==> src/rtl/traffic_lamp_monitor.sv <==
// traffic_lamp_monitor
// Decodes the 4-way sequencer light codes (1=green, 2=yellow, 3=red) into
// one-hot {R,Y,G} lamp drives and watches for unsafe code patterns. The first
// violation latches a fault and all directions fall back to flashing red.
// Build option: define TRAFFIC_FAULT_CLEAR_EN to add the fault_clr input,
// which lets a fault be cleared while the sequencer is driving all-red.
//
// state    | meaning
// ---------+----------------------------------------------------------
// ST_RUN   | normal operation: decode codes to lamps, run all checks
// ST_FAULT | failsafe: checks ignored, all lamps flash red until cleared

module traffic_lamp_monitor #(
   parameter int STUCK_MAX  = 64,
   parameter int BLINK_HALF = 4
) (
   input  logic       clk,
   input  logic       rst,
`ifdef TRAFFIC_FAULT_CLEAR_EN
   input  logic       fault_clr,
`endif
   input  logic [2:0] east,
   input  logic [2:0] south,
   input  logic [2:0] west,
   input  logic [2:0] north,
   output logic [2:0] lamp_e,
   output logic [2:0] lamp_s,
   output logic [2:0] lamp_w,
   output logic [2:0] lamp_n,
   output logic       fault,
   output logic [2:0] fault_code,
   output logic [3:0] fault_dir
);

   localparam int SW = $clog2(STUCK_MAX);
   localparam int BW = (BLINK_HALF > 1) ? $clog2(BLINK_HALF) : 1;
   localparam logic [SW-1:0] STUCK_LAST = SW'(STUCK_MAX - 1);
   localparam logic [BW-1:0] BLINK_LAST = BW'(BLINK_HALF - 1);

   localparam logic [2:0] LAMP_RED = 3'b100;
   localparam logic [2:0] LAMP_OFF = 3'b000;

   localparam logic [2:0] FC_NONE     = 3'd0;
   localparam logic [2:0] FC_CONFLICT = 3'd1;
   localparam logic [2:0] FC_INVALID  = 3'd2;
   localparam logic [2:0] FC_SEQ      = 3'd3;
   localparam logic [2:0] FC_STUCK    = 3'd4;

   typedef enum logic {ST_RUN, ST_FAULT} state_t;

   state_t             state;
   logic [3:0][2:0]    code;      // index 0=E, 1=S, 2=W, 3=N
   logic [3:0][2:0]    prev_q;
   logic [SW-1:0]      stuck_cnt;
   logic [BW-1:0]      blink_cnt;
   logic               phase_on;

   logic [3:0]         green;
   logic [3:0]         bad;
   logic [3:0]         seq;
   logic               all_eq;
   logic               hit;
   logic [2:0]         hit_code;
   logic [3:0]         hit_dir;
   logic               clr_hit;
   logic               blink_wrap;
   logic               phase_nxt;

   assign code = {north, west, south, east};

   function automatic logic [2:0] decode(input logic [2:0] c);
      case (c)
         3'd1:    decode = 3'b001;
         3'd2:    decode = 3'b010;
         default: decode = LAMP_RED;
      endcase
   endfunction

   // Safety checks on current codes vs. previous codes, highest priority wins
   always_comb begin
      green    = '0;
      bad      = '0;
      seq      = '0;
      hit      = 1'b0;
      hit_code = FC_NONE;
      hit_dir  = '0;
      for (int i = 0; i < 4; i++) begin
         green[i] = (code[i] == 3'd1);
         bad[i]   = (code[i] == 3'd0) || (code[i] > 3'd3);
         seq[i]   = (prev_q[i] == 3'd1) && (code[i] == 3'd3);
      end
      all_eq = (code == prev_q);
      if ((green & (green - 4'd1)) != 4'd0) begin
         hit      = 1'b1;
         hit_code = FC_CONFLICT;
         hit_dir  = green;
      end else if (|bad) begin
         hit      = 1'b1;
         hit_code = FC_INVALID;
         hit_dir  = bad;
      end else if (|seq) begin
         hit      = 1'b1;
         hit_code = FC_SEQ;
         hit_dir  = seq;
      end else if (all_eq && (stuck_cnt == STUCK_LAST)) begin
         hit      = 1'b1;
         hit_code = FC_STUCK;
         hit_dir  = '0;
      end
   end

`ifdef TRAFFIC_FAULT_CLEAR_EN
   assign clr_hit = fault_clr && (code == {4{3'd3}});
`else
   assign clr_hit = 1'b0;
`endif

   // Lamps are driven from the phase the blink counter is about to enter so
   // that the entry edge counts as the first lit cycle.
   assign blink_wrap = (blink_cnt == BLINK_LAST);
   assign phase_nxt  = blink_wrap ? ~phase_on : phase_on;

   // Monitor FSM with registered lamp and fault outputs
   always_ff @(posedge clk) begin
      if (rst) begin
         state      <= ST_RUN;
         fault      <= 1'b0;
         fault_code <= FC_NONE;
         fault_dir  <= '0;
         lamp_e     <= LAMP_RED;
         lamp_s     <= LAMP_RED;
         lamp_w     <= LAMP_RED;
         lamp_n     <= LAMP_RED;
         prev_q     <= {4{3'd3}};
         stuck_cnt  <= '0;
         blink_cnt  <= '0;
         phase_on   <= 1'b1;
      end else begin
         case (state)
            ST_RUN: begin
               if (hit) begin
                  state      <= ST_FAULT;
                  fault      <= 1'b1;
                  fault_code <= hit_code;
                  fault_dir  <= hit_dir;
                  lamp_e     <= LAMP_RED;
                  lamp_s     <= LAMP_RED;
                  lamp_w     <= LAMP_RED;
                  lamp_n     <= LAMP_RED;
                  blink_cnt  <= '0;
                  phase_on   <= 1'b1;
               end else begin
                  lamp_e    <= decode(east);
                  lamp_s    <= decode(south);
                  lamp_w    <= decode(west);
                  lamp_n    <= decode(north);
                  prev_q    <= code;
                  stuck_cnt <= all_eq ? stuck_cnt + 1'b1 : '0;
               end
            end
            ST_FAULT: begin
               if (clr_hit) begin
                  state      <= ST_RUN;
                  fault      <= 1'b0;
                  fault_code <= FC_NONE;
                  fault_dir  <= '0;
                  lamp_e     <= decode(east);
                  lamp_s     <= decode(south);
                  lamp_w     <= decode(west);
                  lamp_n     <= decode(north);
                  prev_q     <= code;
                  stuck_cnt  <= '0;
                  blink_cnt  <= '0;
                  phase_on   <= 1'b1;
               end else begin
                  blink_cnt <= blink_wrap ? '0 : blink_cnt + 1'b1;
                  phase_on  <= phase_nxt;
                  lamp_e    <= phase_nxt ? LAMP_RED : LAMP_OFF;
                  lamp_s    <= phase_nxt ? LAMP_RED : LAMP_OFF;
                  lamp_w    <= phase_nxt ? LAMP_RED : LAMP_OFF;
                  lamp_n    <= phase_nxt ? LAMP_RED : LAMP_OFF;
               end
            end
            default: state <= ST_RUN;
         endcase
      end
   end

endmodule

==> config.mk <==
export PLATFORM = sky130hd
export DESIGN_NAME = traffic_lamp_monitor
export DESIGN_NICKNAME = d
export VERILOG_FILES = /design/src/rtl/traffic_lamp_monitor.sv
export SDC_FILE = /design/constraint.sdc
export NUM_CORES = 1
export LEC_CHECK = 0
export CAP_MARGIN = 5
export CORE_ASPECT_RATIO = 1.1
export CORE_MARGIN = 2
export CORE_UTILIZATION = 32
export DETAILED_ROUTE_END_ITERATION = 8
export PLACE_DENSITY = 0.53
export SLEW_MARGIN = 20
export SYNTH_ARGS = -nofsm -noshare
export SYNTH_HDL_FRONTEND = slang
export SYNTH_SLANG_ARGS = --single-unit
export TNS_END_PERCENT = 100
==> constraint.sdc <==
create_clock -name clk -period 6.6 [get_ports clk]
set_input_delay 1.65 -clock clk [delete_from_list [all_inputs] [get_ports clk]]
set_output_delay 1.65 -clock clk [all_outputs]
set_load 0.02 [all_outputs]
**After elaboration in Yosys (flattened, before gate mapping)**

Index checks and enable logic that the tools add are counted.

- Word-level logic and storage cells: 106
- Flip-flop bits (word level): 42
- Input port bits: 14
- Output and inout port bits: 20

- $add $sub $neg: 3
- Magnitude comparators: 4
- Reduce and logical (&&, ||, !) cells: 18
- Muxes and demuxes: 42
- Equal/unequal tests: 21
- Bitwise logic cells: 3

Operators with widths:

| operator | number |
|---|---|
| 3-bit one-hot mux with 2 select lines | 8 |
| 3-bit 2-to-1 mux | 11 |
| 3-bit by 1-bit == test with 1-bit output, second input constant | 8 |
| 3-bit by 2-bit == test with 1-bit output, second input constant | 8 |
| 12-bit 2-to-1 mux | 2 |
| 4-bit 2-to-1 mux | 5 |
| 6-bit 2-to-1 mux | 3 |
| 12-bit == test | 1 |
| 3-bit by 2-bit greater-than comparator with 1-bit output, second input constant | 4 |
| 3-bit zero test | 4 |
| 1-bit 2-to-1 mux | 8 |
| 4-bit OR reduction | 2 |
| 6-bit by 1-bit adder with 6-bit output, second input constant | 1 |
| 6-bit == test, second input constant | 1 |
| 1-bit logical AND | 5 |
| 4-bit AND | 1 |
| 1-bit logical OR | 4 |
| 2-bit 2-to-1 mux | 2 |
| 2-bit != test, second input constant | 2 |
| 1-bit one-hot mux with 2 select lines | 2 |
| 2-bit one-hot mux with 2 select lines | 1 |
| 2-bit AND reduction | 2 |
| 4-bit nonzero test | 1 |
| 4-bit by 1-bit subtractor with 4-bit output, second input constant | 1 |
| other kinds (3) | 4 |

**Logic depth before layout (Yosys ltp)**

- Word-level depth: 8
- Depth in mapped cells: 9
- Depth with buffers taken out: 6

**Least setup slack after synthesis**

OpenSTA, ideal clock, no wires.

- Path type: input port to flip-flop
- From: input south[0]
- To: register stuck_cnt[3]
- Data required time: 6470 ps
- Setup time: 130 ps
- Slack: 2976 ps
- Cell stages on the path: 8
- Data arrival time: 3494 ps
- Cell sequence: buf_2 > nor3b_1 > maj3_1 > o21ba_1 > or4_1 > buf_2 > o31ai_1 > a21oi_1

- Longest elaborated chain between the ends: 8

Ends and longest elaborated chain:

| element | RTL line | text |
|---|---|---|
| start: declaration | 23 | `input logic [2:0] south,` |
| parallel branches: the longest is 8 deep, another holds 4-bit by 1-bit subtractor with 4-bit output | - |  |
| end signal: assignment | 158 | `stuck_cnt <= all_eq ? stuck_cnt + 1'b1 : '0;` |
| end: declaration | 54 | `logic [SW-1:0] stuck_cnt;` |

Several ways; the timed one is not identified. The select of a mux whose other input is x is not followed.
A chain may end at the register's enable or synchronous reset.

**Worst setup path in the final report**

- From: input east[0]
- To: register prev_q[8] (netlist name)

- Longest elaborated chain between the ends: 8

Ends and longest elaborated chain:

| element | RTL line | text |
|---|---|---|
| start: declaration | 22 | `input logic [2:0] east,` |
| parallel branches: the longest is 5 deep, another holds 4-bit by 1-bit subtractor with 4-bit output | - |  |
| 1-bit 2-to-1 mux (*) | 93 | `if ((green & (green - 4'd1)) != 4'd0) begin` |
| 2-bit != test (no source line) (*) | - |  |
| 2-bit AND reduction (no source line) (*) | - |  |
| end signal: assignment | 134 | `prev_q <= {4{3'd3}};` |
| end signal: assignment | 157 | `prev_q <= code;` |
| end signal: assignment | 171 | `prev_q <= code;` |
| end: declaration | 53 | `logic [3:0][2:0] prev_q;` |

Mark *: on every way between the ends.

==> results by group <==
Run status
  • Status: complete, no violations

STA
  • Peak Freq: 233.9 MHz
  • Setup_tns: 0 ns
  • Worst-Margin Slew: 0.6632 ns
  • Final number of setup-violating endpoints: 0
  • Final Skew: 0.005882 ns
  • Slew HR: 55.65%
  • Final hold slack: 0.4620 ns
  • Fin crit period: 4.276 ns
  • RSZ-0062 raised after global routing: false
  • Fin. max-slew vios: 0
  • Final period utilization: 64.78%
  • Final Hold Vio Count: 0

Run
  • Max-cap viol count: 0

Clock network
  • TritonCTS clock tree: done
  • Cts hold-fix bufs: 0
  • Clock Tree Root: clkbuf_8
  • Clk_lat worst skew: 0.30 ns
  • Clk slew on worst S/H paths: 0.08 ns
  • Post-CTS Setup Inserts: 0
  • Post_cts resized: 0
  • H-tree Lvls: 2
  • Clk sinks: 42
  • Max clock buf depth: 2
  • Num CTS Buffers: 5

Floorplan
  • Ports: 34
  • Die width: 78.87 um
  • Starting Density: 32.45%
  • Row cnt: 30
  • Die area: 0.006811 mm2
  • Total core area: 0.006081 mm2
  • Die Ht: 86.36 um

Global route
  • First-pass GRT wire length: 7.886 mm
  • Vias in the first global route: 1,592
  • Initial antenna violation count: 0
  • Remaining global-route overflow: 0
  • Largest net degree at the start of global routing: 16
  • Total GRT Usage: 14.94%

Cells and area
  • Multi-input logic area: 0.001059 mm2
  • Finished Core Util: 40.29%
  • Post-Layout Cell Count: 331
  • Layout net count: 266
  • Area Overhead vs Synth: 24.16%
  • Layout cells sized above 1: 7.968%
  • Sequential cell area: 840.8 um2
  • Diode count: 0
  • Fill cells: 650

Power
  • Clk network pwr share: 34.5%
  • Sw frac: 26.27%
  • Leakage power: 0.0008298 uW
  • Peak VDD IR: 0.00009599 V
  • Combinational group share of total power: 11.6%
  • Pwr dens: 197.8 mW/mm2
  • Int Pwr: 357.3 uW
  • Register share of total power: 53.9%
  • Sw Pwr: 127.3 uW

Placement
  • Detailed Place HPWL: 3.611 mm
  • Gp weighted congestion: 0.8392
  • Placed Instances: 323
  • IO buf count: 33

Synthesis
  • Multiplexer share of the synthesized area: 5.073%
  • Post-synth EDFFs: 0
  • Post-Syn Area: 0.001973 mm2
  • Yosys warning count: 0
  • Synth Area in Adders: 1.776%
  • Synth unique cells: 43
  • Most frequent cell after synthesis: dfxtp_1
  • Post-Synth Simple-Gate Area: 25.94%
  • Synth Register Bits: 42
  • Compound-Gate Fraction of Synth Area: 14.65%
  • Post-synth ARST share: 0%
  • Post-synth top area share: 42.61%
  • Top cells by area, synth: dfxtp_1 (43%), a21oi_1 (6.1%), xnor2_1 (5.8%)
  • Top cells by count, synth: dfxtp_1 (42), a21oi_1 (24), nor2_1 (21)
  • Post-synthesis xor/xnor area fraction: 6.214%
  • Post-synthesis area per instance: 8.969 um2
  • Largest area contributor in the netlist: dfxtp_1
  • Cell count after synthesis: 220
  • Largest family of logic cells by synthesized area: simple AND/OR/NAND/NOR gates
  • Synthesized Nets: 236
  • Post-synth top flop: dfxtp_1
  • Sequential cell area fraction in the yosys report: 42.61%

Critical path
  • Largest stage delay, worst path: 0.57 ns
  • Crit path capture type: flip-flop
  • Crit path cell chain: clkdlybuf4s50_1, nor3b_1, maj3_1, o21ba_1, nor4_2, buf_4, nor2_1, and2_1
  • R2r setup slk: 4.12 ns
  • WP data arrival: 4.47 ns
  • Crit Path Class: in2reg
  • Worst Path Required: 6.79 ns
  • CP max-delay cell: clkdlybuf4s50_1
  • Max FO, Critical Path: 14
  • Reg-to-Reg Start: prev_q[9]$_SDFFE_PP1P_
  • Reg-to-Reg End: prev_q[8]$_SDFFE_PP0P_
  • Worst setup SP type: primary input
  • Reg2Reg Depth: 7

Min path
  • HP Class: reg2reg
  • Critical hold path startpoint: phase_on$_SDFFE_PP1P_
  • Hold-critical path depth: 2
  • Hold Path End: phase_on$_SDFFE_PP1P_

Drt
  • Wirelength per Cell: 14.81 um
  • Total number of vias: 1,688
  • Vias per cell: 5.100
  • Final antenna-violating net count: 0
  • Detailed-route wire length: 4.901 mm
  • 1st-iter DRT viols: 113
  • Pre-antenna DRT Iters: 4
  • Detailed-route DRC error count: 0
## power by group through the flow
stage,sequential [uW],clock (uW),combinational (uW)
CTS,261,173,56.2
global placement,267,0,56.2
finish,261,167,56.1
floorplan,270,0,28.1
global route,262,185,60.9
detailed placement,267,0,56.2
## critical path: cells and delay by family
family / cells / cell delay (ns)
simple gates: 4 / 1.20
buf+inv: 2 / 0.88
fa+ha+maj: 1 / 0.39
compound gates: 1 / 0.34
## cell type report
cell class	instances	area share [%]
clock inverters	3	0.8682
inverters	4	0.6129
multi-input cells	162	43.21
well taps	80	4.086
flip-flops and latches	42	34.32
repair buffers	35	14.10
clock buffers	5	2.809
## worst max path at each step
stage,startpoint,endpoint
6_report,east[0],prev_q[8]$_SDFFE_PP0P_
5_1_grt,east[0],prev_q[8]$_SDFFE_PP0P_
4_1_cts,east[0],prev_q[8]$_SDFFE_PP0P_
3_5_place_dp,east[0],prev_q[8]$_SDFFE_PP0P_
3_3_place_gp,east[0],prev_q[8]$_SDFFE_PP0P_
2_1_floorplan,south[0],stuck_cnt[3]$_SDFFE_PP0P_
## metal layers
layer  track usage (%)  routed length (um)  up-vias
met5                 0                   0        -
met4             5.172                  74        0
met3             2.708                 150        5
met2             24.48                2323       22
met1             19.87                2352      806
li1                  -                   -      855
## sequential cells by signal (all words and copies together), names as in the netlist
name and count:
state 1, prev_q 12, phase_on 1, blink_cnt 2, lamp_e 3, fault 1, lamp_s 3, stuck_cnt 6
fault_dir 4, fault_code 3, lamp_n 3, lamp_w 3
## placed cells by master (no fill, tap or decap), types with 3 or more instances in the layout
cell type / Yosys / final
a211oi_1: 5 / 5
a21oi_1: 24 / 24
and2_1: 4 / 4
clkbuf_8: 0 / 5
clkdlybuf4s50_1: 0 / 33
dfxtp_1: 42 / 42
inv_1: 4 / 4
mux2i_1: 10 / 10
nand2_1: 14 / 14
nand3_1: 6 / 6
nand4_1: 4 / 4
nor2_1: 21 / 21
nor3_1: 4 / 4
nor3b_1: 6 / 6
nor4_1: 6 / 6
o21ai_0: 6 / 6
or2_2: 3 / 3
or3b_2: 3 / 3
or4_1: 4 / 4
xnor2_1: 13 / 13
## kinds of logic (layout without fill, tap and decap cells)
kind of cell / count (synthesis) / count (layout)
compound gates: 48 / 48
flops: 42 / 42
fa+ha+maj: 3 / 3
simple gates: 87 / 87
buf+inv: 16 / 47
xor+xnor: 14 / 14
mux: 10 / 10
## per-stage QoR
step,area [um2],power (uW),setup slack (ns)
finish,2450,484.6,2.324
global route,2450,507.9,2.142
CTS,2450,490.2,2.321
detailed placement,2360,323.6,1.986
global placement,2360,323.5,2.002
floorplan,1973,298.2,2.976
Power figures use the tool's default switching activity.
==> RTL edit 1 (config.mk and constraints unchanged) <==
The option `TRAFFIC_FAULT_CLEAR_EN` is turned on by a define.
--- a/src/rtl/traffic_lamp_monitor.sv
+++ b/src/rtl/traffic_lamp_monitor.sv
@@ -10,4 +10,6 @@
 // ST_RUN   | normal operation: decode codes to lamps, run all checks
 // ST_FAULT | failsafe: checks ignored, all lamps flash red until cleared
+
+`define TRAFFIC_FAULT_CLEAR_EN
 
 module traffic_lamp_monitor #(
Ports: changed (added fault_clr); port bits go from 34 to 35. No check against the original RTL was run, so the function may have changed too.
==> RTL edit 1 against the original RTL <==
Clock skew is essentially flat; routed wire length grew 12%; total power up 14%; register-to-register slack lost 0.46 ns; die area is 11% higher; sequential cell count is the same; setup slack worse by 0.33 ns; synthesized area rose by 11%; cell area rose by 9.4%; via count increased by 8.9%; critical endpoint is now stuck_cnt[1]; largest power group unchanged.
==> RTL edit 1: results (changes against the original RTL) <==
post-synthesis xor/xnor area fraction=6.773% (+0.56 points); number of DRC markers in iteration 0=132 (+17%); Cell Int Power=0.4053 mW (+13%); count of cell types in the netlist=52 (+21%); synth cell count leaders=dfxtp_1, nor2_1, a21oi_1; final clock skew=0.006232 ns (+0.0003495 ns); Core Util, Final=40.41% (+0.12 points); CLK BUF=8 (+3); Signal buffers=37 (+5.7%); Static Leak=0.8846 nW (+6.6%); register area share after synthesis=38.25% (-4.4 points); Seq group=0.270 mW (+3%); Avg Cell Area, Syn=8.829 um^2 (-1.6%); WL met3=212 um (+41%); compound-gate portion of the synthesized area=17.76% (+3.1 points); placed cell count=349 (+8.0%); vias in the first global route=1740 (+9.3%); power in combinational cells=0.0893 mW (+59%); Non-Clock Buffer Area Fraction=13.54% (-0.56 points); port buffer count=34 (+3.0%); dpl ws=1.676 ns (-0.3097 ns); Switch Pwr=0.1471 mW (+16%); Synth Area in Adders=1.594% (-0.18 points); Met2 Routed Length=2.630 mm (+13%); CP Max Fanout=17 (+3); status=complete, no violations; ratio of cells with drive above 1 in the final layout=11.27% (+3.3 points)
==> RTL edit 1: cell count changes after synthesis, moves of 5 or more <==
cell      change
xor2_1       +11
a21oi_2       +8
a211oi_1      -5
nand2b_1      +7
clkbuf_1      +7
xnor2_1       -8
nor3b_1       +6
nor4_1        +8
mux2i_1      -10
a21oi_1       -9
==> RTL edit 1: cells by family after synthesis <==
family                     Yosys count
and+or+nand+nor                    105
adders and majority gates            3
buffers and inverters               27
DFF                                 42
AOI/OAI and AO/OA                   55
xor gates and xnor gates            17
==> RTL edit 1: worst paths after layout <==
path / slack (ns) / startpoint / cells after the start / to
worst min register to register: 0.47 / fault_dir[2] / 1 / fault_dir[2]
worst max register to register: 3.66 / prev_q[10] / 7 / stuck_cnt[1]
worst max-delay path: 2.00 / east[1] / 8 / stuck_cnt[1]
worst min-delay path: 0.47 / fault_dir[2] / 1 / fault_dir[2]
==> RTL edit 2 (same flow settings) <==
Without the edit above. Add an input register stage for `east`, `south`, `west` and `north`, without a reset; this delays them by one clock.
--- a/src/rtl/traffic_lamp_monitor.sv
+++ b/src/rtl/traffic_lamp_monitor.sv
@@ -49,4 +49,16 @@
    typedef enum logic {ST_RUN, ST_FAULT} state_t;
 
+   logic [2:0] east_q;
+   logic [2:0] south_q;
+   logic [2:0] west_q;
+   logic [2:0] north_q;
+
+   always_ff @(posedge clk) begin
+      east_q  <= east;
+      south_q <= south;
+      west_q  <= west;
+      north_q <= north;
+   end
+
    state_t             state;
    logic [3:0][2:0]    code;      // index 0=E, 1=S, 2=W, 3=N
@@ -67,5 +79,5 @@
    logic               phase_nxt;
 
-   assign code = {north, west, south, east};
+   assign code = {north_q, west_q, south_q, east_q};
 
    function automatic logic [2:0] decode(input logic [2:0] c);
@@ -151,8 +163,8 @@
                   phase_on   <= 1'b1;
                end else begin
-                  lamp_e    <= decode(east);
-                  lamp_s    <= decode(south);
-                  lamp_w    <= decode(west);
-                  lamp_n    <= decode(north);
+                  lamp_e    <= decode(east_q);
+                  lamp_s    <= decode(south_q);
+                  lamp_w    <= decode(west_q);
+                  lamp_n    <= decode(north_q);
                   prev_q    <= code;
                   stuck_cnt <= all_eq ? stuck_cnt + 1'b1 : '0;
@@ -165,8 +177,8 @@
                   fault_code <= FC_NONE;
                   fault_dir  <= '0;
-                  lamp_e     <= decode(east);
-                  lamp_s     <= decode(south);
-                  lamp_w     <= decode(west);
-                  lamp_n     <= decode(north);
+                  lamp_e     <= decode(east_q);
+                  lamp_s     <= decode(south_q);
+                  lamp_w     <= decode(west_q);
+                  lamp_n     <= decode(north_q);
                   prev_q     <= code;
                   stuck_cnt  <= '0;
Formal check against the unedited RTL: not equivalent (a bounded check fails within 4 cycles, from zero or initial values and one cycle with rst high).
==> RTL edit 2 against the original RTL <==
Cell area grew 6.8%; sequential cell count grew 12; synthesized area grew 12%; final cell count shrank 2.4%; sequential power grew 33%; global-route usage shrank 2.6 points; setup slack gained 1.0 ns; critical path depth shrank 4; routed wire length shrank 8.5%; total power grew 25%.
==> RTL edit 2: results (changes against the original RTL) <==
status=complete, no violations; r2r startpoint=east_q[1]; Critical path origin=rst; clk slew on worst S/H paths=0.10 ns (+0.02 ns); layout net count=256 (-3.8%); Slew HR=43.73% (-12 points); CP Max Fanout=18 (+4); crit path to=stuck_cnt[0]; Static Leak=0.9560 nW (+15%); flop2flop setup slack=3.42 ns (-0.70 ns); dpl ws=3.043 ns (+1.058 ns); count of cell types in the netlist=50 (+16%); met2 usage=21.10% (-3.4 points); Slowest Stage Delay on Critical Path=0.88 ns (+0.31 ns); met3 layer usage reported by global route=2.818% (+0.11 points); met1 usage=15.23% (-4.6 points); final clock skew=0.007579 ns (+0.001696 ns); part of the power in combinational logic=7.4% (-4.2 points); hold endpoint=fault; largest net degree at the start of global routing=19 (+3); met1 wire length=2.108 mm (-10%); Cell Int Power=0.4698 mW (+32%); gr usage total=12.38% (-2.6 points); WL met3=181 um (+21%); ratio of cells with drive above 1 in the final layout=9.959% (+2.0 points); Tcrit/Tclk final=48.88% (-16 points); Crit path max-delay family=buffers and inverters; register area share after synthesis=49.06% (+6.5 points); Routed Wire Length=4.482 mm (-8.5%); Fin. Hold Viols=0 (unchanged); Seq group=0.346 mW (+33%); synth cell count leaders=dfxtp_1, nor2_1, xor2_1; Syn Nets=229 (-3.0%); Met2 Routed Length=2.126 mm (-8.5%); detailed placer's ending HPWL=3.284 mm (-9.1%); hold slack final=0.4863 ns (+0.02432 ns); number of DRC markers in iteration 0=66 (-42%); first-pass GRT wire length=7.417 mm (-5.9%)
[RTL edit 2: cell count changes after synthesis, moves of 5 or more]
cell | unedited run | this run
dfxtp_1 | 42 | 54
nand2_1 | 14 | 5
mux2i_1 | 10 | 1
xnor2_1 | 13 | 0
o22a_1 | 1 | 8
xor2_1 | 1 | 13
buf_6 | 1 | 6
a21oi_1 | 24 | 11
clkbuf_1 | 6 | 1
[RTL edit 2: layout make-up]
class / count / area, um^2
clock buffers: 5 / 68.82
clock inverters: 3 / 40.04
fillers: 671 / 4015
inverters: 4 / 15.01
multi-input cells: 142 / 979.7
flip-flops and latches: 54 / 1081
well taps: 82 / 102.6
repair buffers: 33 / 330.3
[RTL edit 2: kinds of logic after synthesis]
kind of cell,after synthesis,synth area share (%)
AND/OR/NAND/NOR,74,20.16
adder cells (fa/ha/maj),3,1.590
XOR/XNOR,13,5.168
buffers and inverters,17,6.473
multiplexers,3,1.476
flip-flops,54,49.06
AO/OA/AOI/OAI,49,16.07
